<file path="src/rtl/channel_mixer.sv">
`default_nettype none
// ============================================================================
//  Module   : channel_mixer
//  Purpose  : N-channel audio mixer. On each sample tick it snapshots the
//             channel samples, gains and mute mask, accumulates one channel
//             per clock, then emits one shifted and saturated output sample.
//  Option   : define CHANNEL_MIXER_PEAK_EN to build the peak-hold register
//             (o_peak / i_peak_clr); otherwise o_peak is tied to zero.
//  Revision : 1.0 - initial release
// ============================================================================
module channel_mixer #(
  parameter int NUM_CHANNELS = 4,
  parameter int SAMPLE_WIDTH = 9,
  parameter int GAIN_WIDTH   = 4,
  parameter int OUT_WIDTH    = 8,
  parameter int OUT_SHIFT    = 4
) (
  input  logic                               i_clk,
  input  logic                               i_rst,
  input  logic                               i_sample_tick,
  input  logic [NUM_CHANNELS*SAMPLE_WIDTH-1:0] i_samples,
  input  logic [NUM_CHANNELS*GAIN_WIDTH-1:0]   i_gain,
  input  logic [NUM_CHANNELS-1:0]            i_mute,
  input  logic                               i_peak_clr,
  output logic [OUT_WIDTH-1:0]               o_sample,
  output logic                               o_sample_valid,
  output logic                               o_busy,
  output logic                               o_overrun,
  output logic [OUT_WIDTH-1:0]               o_peak
);

  // Index is at least one bit wide so the single-channel build still works.
  localparam int IDX_W  = (NUM_CHANNELS > 1) ? $clog2(NUM_CHANNELS) : 1;
  localparam int PROD_W = SAMPLE_WIDTH + GAIN_WIDTH;
  // One spare bit above the worst-case sum keeps the accumulator from wrapping.
  localparam int ACC_W  = PROD_W + $clog2(NUM_CHANNELS) + 1;
  localparam int unsigned OUT_MAX = (1 << OUT_WIDTH) - 1;

  localparam logic [IDX_W-1:0] LAST_IDX = IDX_W'(NUM_CHANNELS - 1);

  localparam logic [1:0] IDLE   = 2'd0;
  localparam logic [1:0] ACCUM  = 2'd1;
  localparam logic [1:0] OUTPUT = 2'd2;

  logic [1:0]                         state;
  logic [IDX_W-1:0]                   idx;
  logic [ACC_W-1:0]                   acc;
  logic [NUM_CHANNELS*SAMPLE_WIDTH-1:0] sample_snap;
  logic [NUM_CHANNELS*GAIN_WIDTH-1:0]   gain_snap;
  logic [NUM_CHANNELS-1:0]            mute_snap;
  logic [OUT_WIDTH-1:0]               sample_reg;
  logic                               valid_reg;
  logic                               overrun_reg;

  logic [SAMPLE_WIDTH-1:0] cur_sample;
  logic [GAIN_WIDTH-1:0]   cur_gain;
  logic [PROD_W-1:0]       product;
  logic [ACC_W-1:0]        acc_next;
  logic [ACC_W-1:0]        shifted;
  logic [OUT_WIDTH-1:0]    saturated;

  // Current channel term and the running sum including it; the final
  // channel's sum feeds the output directly so no extra cycle is needed.
  always_comb begin
    cur_sample = sample_snap[idx*SAMPLE_WIDTH +: SAMPLE_WIDTH];
    cur_gain   = gain_snap[idx*GAIN_WIDTH +: GAIN_WIDTH];
    product    = PROD_W'(cur_sample) * PROD_W'(cur_gain);
    acc_next   = acc + (mute_snap[idx] ? '0 : ACC_W'(product));
    shifted    = acc_next >> OUT_SHIFT;
    saturated  = (shifted > ACC_W'(OUT_MAX)) ? {OUT_WIDTH{1'b1}}
                                             : shifted[OUT_WIDTH-1:0];
  end

  // Frame sequencer: snapshot on tick, accumulate one channel per clock,
  // publish the saturated result with a single-cycle valid pulse.
  always_ff @(posedge i_clk) begin
    if (i_rst) begin
      state       <= IDLE;
      idx         <= '0;
      acc         <= '0;
      sample_snap <= '0;
      gain_snap   <= '0;
      mute_snap   <= '0;
      sample_reg  <= '0;
      valid_reg   <= 1'b0;
    end else begin
      case (state)
        IDLE: begin
          valid_reg <= 1'b0;
          if (i_sample_tick) begin
            sample_snap <= i_samples;
            gain_snap   <= i_gain;
            mute_snap   <= i_mute;
            acc         <= '0;
            idx         <= '0;
            state       <= ACCUM;
          end
        end
        ACCUM: begin
          acc <= acc_next;
          if (idx == LAST_IDX) begin
            sample_reg <= saturated;
            valid_reg  <= 1'b1;
            state      <= OUTPUT;
          end else begin
            idx <= idx + IDX_W'(1);
          end
        end
        OUTPUT: begin
          valid_reg <= 1'b0;
          state     <= IDLE;
        end
        default: begin
          valid_reg <= 1'b0;
          state     <= IDLE;
        end
      endcase
    end
  end

  // Sticky overrun: any tick that arrives while a frame is still running.
  always_ff @(posedge i_clk) begin
    if (i_rst) begin
      overrun_reg <= 1'b0;
    end else if (i_sample_tick && (state != IDLE)) begin
      overrun_reg <= 1'b1;
    end
  end

`ifdef CHANNEL_MIXER_PEAK_EN
  logic [OUT_WIDTH-1:0] peak_reg;

  // Peak hold: compare during the output cycle; a coincident clear restarts
  // tracking from the sample being published.
  always_ff @(posedge i_clk) begin
    if (i_rst) begin
      peak_reg <= '0;
    end else if (state == OUTPUT) begin
      if (i_peak_clr || (sample_reg > peak_reg)) begin
        peak_reg <= sample_reg;
      end
    end else if (i_peak_clr) begin
      peak_reg <= '0;
    end
  end

  assign o_peak = peak_reg;
`else
  logic unused_peak_clr;
  assign unused_peak_clr = i_peak_clr;
  assign o_peak          = '0;
`endif

  assign o_sample       = sample_reg;
  assign o_sample_valid = valid_reg;
  assign o_busy         = (state == ACCUM);
  assign o_overrun      = overrun_reg;

endmodule
`default_nettype wire

</file>
<file path="config.mk">
export PLATFORM = sky130hd
export DESIGN_NAME = channel_mixer
export DESIGN_NICKNAME = d
export VERILOG_FILES = /design/src/rtl/channel_mixer.sv
export SDC_FILE = /design/constraint.sdc
export NUM_CORES = 1
export LEC_CHECK = 0
export ABC_AREA = 0
export CORE_MARGIN = 2
export CORE_UTILIZATION = 31
export DETAILED_ROUTE_END_ITERATION = 8
export PLACE_DENSITY = 0.57
export SLEW_MARGIN = 20
export SYNTH_ARGS = -nofsm -noshare
export SYNTH_HDL_FRONTEND = slang
export SYNTH_SLANG_ARGS = --single-unit
export TNS_END_PERCENT = 5
</file>
<file path="constraint.sdc">
create_clock -name i_clk -period 15 [get_ports i_clk]
set_input_delay 3.75 -clock i_clk [delete_from_list [all_inputs] [get_ports i_clk]]
set_output_delay 3.75 -clock i_clk [all_outputs]
set_load 0.05 [all_outputs]
</file>
==> flow_summary.toml, run 1 <==
[logic_synthesis]
ys_ff_latch = 86
yosys.area.top_type = "dfxtp_1"
synthCells = 623
async_reset_ff_share_pct = 0
postSynthAreaPerCell_um2 = 8.28
ys_top_cells_by_area = "dfxtp_1 (33%), nand2_1 (10%), a21oi_1 (7.9%)"
yosysWarnings = 0
synthesis.area_um2 = 5160
seq_area_frac_synth_pct = 33.4
synth_cell_types = 50
synth_enable_flop_cells = 0
synth_top_area_share_pct = 33.4
synth_most_common_cell = "nand2_1"
ys_top_cells_by_count = "nand2_1 (137), dfxtp_1 (86), a21oi_1 (81), and2_1 (32)"
synth_ff_type = "dfxtp_1"

[routing]
drt_iter0_markers = 156
finalWirelength_um = 11900
vias_per_cell = 4.82
ant_nets = 0
avgRoutedWirePerCell_um = 13.3
drc_errors = 0
dr.pass1.iters = 4
vias = 4315

[sta]
fin_crit_ns = 6.55
report.final.slew_viol_count = 0
skew_ns = 0.0131
fmax_mhz = 153
timing.final.crit_share_pct = 43.7
hold_viol = 0
fin_tns_setup_ns = 0
rsz0062_at_grt = "no"
slew_headroom_pct = 31.2
tightest_slew_ns = 1.03
finalSetupViolations = 0

[setup_path]
cp.buffers_inverters = 2
cp_top_family = "adder cells"
worstSetupPathType = "reg -> reg"
arrival_ns = 6.75
cp_common_cell = "o21a_1"
crit_chain = "mux4_2 -> and2_1 -> fa_1 -> inv_1 -> fa_1 -> inv_1 -> ha_1 -> nor2b_1 -> o21a_1 -> o21ai_0 -> a21oi_1 -> o21a_1 -> o21a_1 -> nor3_1 -> ha_1 -> a41oi_1 -> o21ai_0 -> nor3_4 -> xnor2_1 -> nor4b_4 -> a31oi_1"
end_kind = "register"
critPathRequiredTime_ns = 15.20
cp_max_fo = 16
r2r_setup_slack_ns = 8.45
start_kind = "register"
slowest_stage = "dfxtp_1"
critPathMaxStageDelay_ns = 0.89

[clock_network]
clockBufferDepth = 2
clockRootBuffer = "clkbuf_16"
hold_buffers = 0
numCtsBuffers = 9
clk_pin_slew_ns = 0.07
clock_latency_ns = 0.35
cts.htree.levels = 3
cts.sinks = 86
cts_tree = "yes"
ctsResizeCount = 0
cts_setup_buffers = 0

[placement]
hpwl_um = 8780
gp_congestion = 0.845
place_inst = 882
port_buffers = 69

[floorplanning]
rows = 47
ios = 79
core_um2 = 16400
fp.dieW_um = 133
dieArea_um2 = 17700
dieHeight_um = 133
start_util_pct = 31.4

[pwr]
p_leak_nw = 2.50
power_density_nw_per_um2 = 87.9
peakVddDrop_mv = 0.0520

[global_route]
antenna_found_initial = 0
grt_overflow_total = 0
grt_pass1_vias = 4071
grt_max_degree = 75
grt_first_pass_wirelength_um = 19700
gr-usage-all-layers_pct = 13.8

[cells_and_area]
nNetsFinal = 779
multi_input_area_um2 = 3180
fillers = 1661
layoutNonFillerInstCount = 896
area_growth_pct = 21.8
antenna_cells = 0
drive_above_1_share_pct = 5.92
seq_area_um2 = 1720

[run]
maxCapViolations = 0

[worst_hold_path]
hold_path_class = "reg -> reg"

[status]
run_status = "completed"
-- worst paths after layout --
check / from / to / cells after the start
worst max-delay path: idx[1] / o_sample[2] / 21
worst min-delay path: o_overrun / o_overrun / 2
worst max register to register: idx[1] / o_sample[2] / 21
worst min register to register: o_overrun / o_overrun / 2
-- cell families (layout without fill, tap and decap cells) --
group	count (synthesis)	after routing	synth area share (%)
buffers and inverters	68	114	5.55
xor gates and xnor gates	19	19	3.23
muxes	15	15	6.31
AOI/OAI and AO/OA	146	146	16.8
adders and majority gates	46	46	13.3
and+or+nand+nor	242	242	21.4
other	1	8	0.0727
DFF	86	86	33.4
-- worst min-delay path, stage by stage (launching register included) --
cell and delay, ns:
dfxtp_1 0.31, inv_1 0.05, a21oi_1 0.05
-- sequential cells by signal, summed over array words and instances (netlist names) --
register / flops
state: 2
o_overrun: 1
o_sample: 8
acc: 16
mute_snap: 4
idx: 2
gain_snap: 16
o_sample_valid: 1
sample_snap: 36
-- final cells by class --
class | count | share of cell area (%)
Inverter | 28 | 1.67
Timing Repair Buffer | 72 | 11.3
Tap cell | 220 | 4.38
Multi-Input combinational cell | 476 | 50.7
Clock inverter | 3 | 0.737
Sequential cell | 86 | 27.4
Clock buffer | 11 | 3.86
-- layout by cell type (no fill, tap or decap), drive strengths merged, types with 7 or more instances in the layout --
| cell | netlist | final |
|---|---|---|
| nand3 | 13 | 13 |
| xor2 | 11 | 11 |
| dfxtp | 86 | 86 |
| nor2 | 31 | 31 |
| and2 | 34 | 34 |
| mux4 | 14 | 14 |
| nor2b | 7 | 7 |
| nor3 | 8 | 8 |
| nand2 | 137 | 137 |
| clkbuf | 27 | 11 |
| xnor2 | 8 | 8 |
| o21a | 8 | 8 |
| a21oi | 81 | 81 |
| o21ai | 20 | 20 |
| conb | 1 | 8 |
| ha | 31 | 31 |
| clkdlybuf4s50 | 0 | 68 |
| inv | 27 | 27 |
| a31oi | 11 | 11 |
| fa | 15 | 15 |
-- per-layer routing --
metal	global-route usage, %	vias up	share of wire, %
li1	-	2210	-
met1	18.3	2008	48
met2	22.2	84	47
met3	2.80	13	3.4
met4	5.14	0	1.4
met5	0	-	0
-- metrics by stage --
stage	setup WS [ns]	cell area (µm²)	total power, W	hold slack (ns)	util, %
after floorplan	9.05	5180	0.000305	0.433	-
after CTS	8.27	6280	0.000560	0.449	38.3
after global placement	8.53	5990	0.000333	0.433	36.5
after global routing	7.95	6280	0.000577	0.477	38.3
after detailed placement	8.40	5990	0.000335	0.439	36.5
final	8.45	6280	0.000552	0.448	38.3
-- report_power, final --
group          leakage, nW  switching (W)  internal (W)  total [W]
clock                0.138      0.0000913      0.000132   0.000223
sequential           0.702     0.00000552      0.000239   0.000245
combinational         1.66      0.0000486     0.0000355  0.0000842
No activity file was read; power rests on OpenSTA's default activity.
==> inputs of run 2 (changes only) <==
- PLACE_DENSITY: 0.57 -> 0.59
- clock period: 15 -> 6 ns (I/O delays scaled with it)
==> run 2 against run 1 <==
Total power grew to 2.6 times the previous value. Via count shrank 1.0%. Hold slack is essentially flat. Die area is the same. Critical endpoint unchanged. Final area grew 2.7%. Maximum frequency grew 16%. Clock skew shrank 0.0048 ns. Wire length shrank 1.5%. Clock-buffer cell count grew 1.
==> flow_summary.toml, run 2 (synthesis results as in run 1) <==
[sta]
fin_tns_setup_ns = 0
fin_crit_ns = 5.65
skew_ns = 0.00825
finalSetupViolations = 0
report.final.slew_viol_count = 0
tightest_slew_ns = 1.01
timing.final.crit_share_pct = 94.1
slew_headroom_pct = 33.0
hold_viol = 0
fmax_mhz = 177

[placement]
hpwl_um = 8440
port_buffers = 69
gp_congestion = 0.826
place_inst = 891

[cells_and_area]
utilization_pct = 39.3
reg.largest.list = "sample_snap (36), acc (16), gain_snap (16)"
largest_register = "sample_snap"
area_growth_pct = 25.1
final_cell_mix = "nand2_1 (136), dfxtp_1 (86), a21oi_1 (81)"
largest_reg_flops = 36
nNetsFinal = 789
drive_above_1_share_pct = 7.85
antenna_cells = 0
layout_commonest_cell = "nand2_1"
layoutNonFillerInstCount = 908

[global_route]
grt_overflow_total = 0
grt_max_degree = 75
grt_pass1_vias = 4138
antenna_found_initial = 0
gr-usage-all-layers_pct = 13.6
grt_first_pass_wirelength_um = 19800

[pwr]
power_density_nw_per_um2 = 225
power.total_w = 0.00145
peakVddDrop_mv = 0.156
p_leak_nw = 2.58

[floorplanning]
core_um2 = 16400
start_util_pct = 31.4
ios = 79
dieHeight_um = 133
dieArea_um2 = 17700
rows = 47
fp.dieW_um = 133

[setup_path]
end_kind = "register"
arrival_ns = 5.87
start_kind = "register"
worstSetupPathType = "reg -> reg"
r2r_setup_slack_ns = 0.35
critPathRequiredTime_ns = 6.22
cp_max_fo = 13

[clock_network]
clockBufferDepth = 2
cts_tree = "yes"
clk_pin_slew_ns = 0.07
clock_latency_ns = 0.34
numCtsBuffers = 9
cts.sinks = 86
cts.htree.levels = 3
clockRootBuffer = "clkbuf_16"

[routing]
drt_iter0_markers = 179
vias = 4270
vias_per_cell = 4.70
ant_nets = 0
finalWirelength_um = 11800
dr.pass1.iters = 4
drc_errors = 0
avgRoutedWirePerCell_um = 12.9

[run]
maxCapViolations = 0

[status]
run_status = "completed"

[worst_hold_path]
hold_path_class = "reg -> reg"
[run 2: worst paths after layout]
check | from | endpoint | cells after the start
min reg2reg | o_overrun | o_overrun | 2
max | idx[0] | o_sample[2] | 23
min | o_overrun | o_overrun | 2
max reg2reg | idx[0] | o_sample[2] | 23
[run 2: power by group]
group	switching [W]	leakage, nW	internal, W
sequential	0.0000136	0.702	0.000597
clock	0.000233	0.163	0.000390
combinational	0.000124	1.72	0.0000942
[run 2: what timing repair did]
item,CTS,global route
pin swaps,1,1
setup buffers,0,1
resized for setup,0,5
hold buffers,0,0
endpoints found under the setup margin,2,9
[run 2: metal layers]
layer  vias up  wire, µm  global-route usage [%]
li1       2223         -                       -
met1      1960      5810                    18.3
met2        76      5380                    22.0
met3        11       409                    2.87
met4         0       154                    4.06
met5         -         0                       0
[run 2: area by class of cell]
type,instances,area [µm²]
well taps,220,275
repair buffers,82,808
inverters,28,105
clock inverters,4,77.6
clock buffers,12,256
flip-flops and latches,86,1720
multi-input cells,476,3210
fillers,1703,9960
[run 2: critical path, cell delays in order (launching register included)]
cell     delay [ns]
dfxtp_1        0.36
buf_12         0.16
mux4_2         0.54
and2_1         0.20
fa_1           0.53
inv_1          0.05
fa_1           0.52
inv_1          0.04
ha_1           0.31
nor2b_1        0.15
o21a_1         0.17
o21ai_1        0.15
a21oi_1        0.14
o21a_1         0.21
o21a_1         0.18
nor3_2         0.16
ha_1           0.34
a41oi_1        0.19
o21ai_0        0.17
nor3_4         0.25
xnor2_1        0.13
nor4b_4        0.28
buf_4          0.19
a31oi_1        0.08
[run 2: per-stage QoR]
step | instance area (µm²) | hold slack (ns) | setup slack, ns
floorplan | 5180 | 0.433 | 0.0459
detailed placement | 6080 | 0.440 | 0.0307
global placement | 6080 | 0.435 | 0.0427
global route | 6450 | 0.471 | -0.0278
finish | 6450 | 0.448 | 0.354
CTS | 6420 | 0.450 | 0.0176
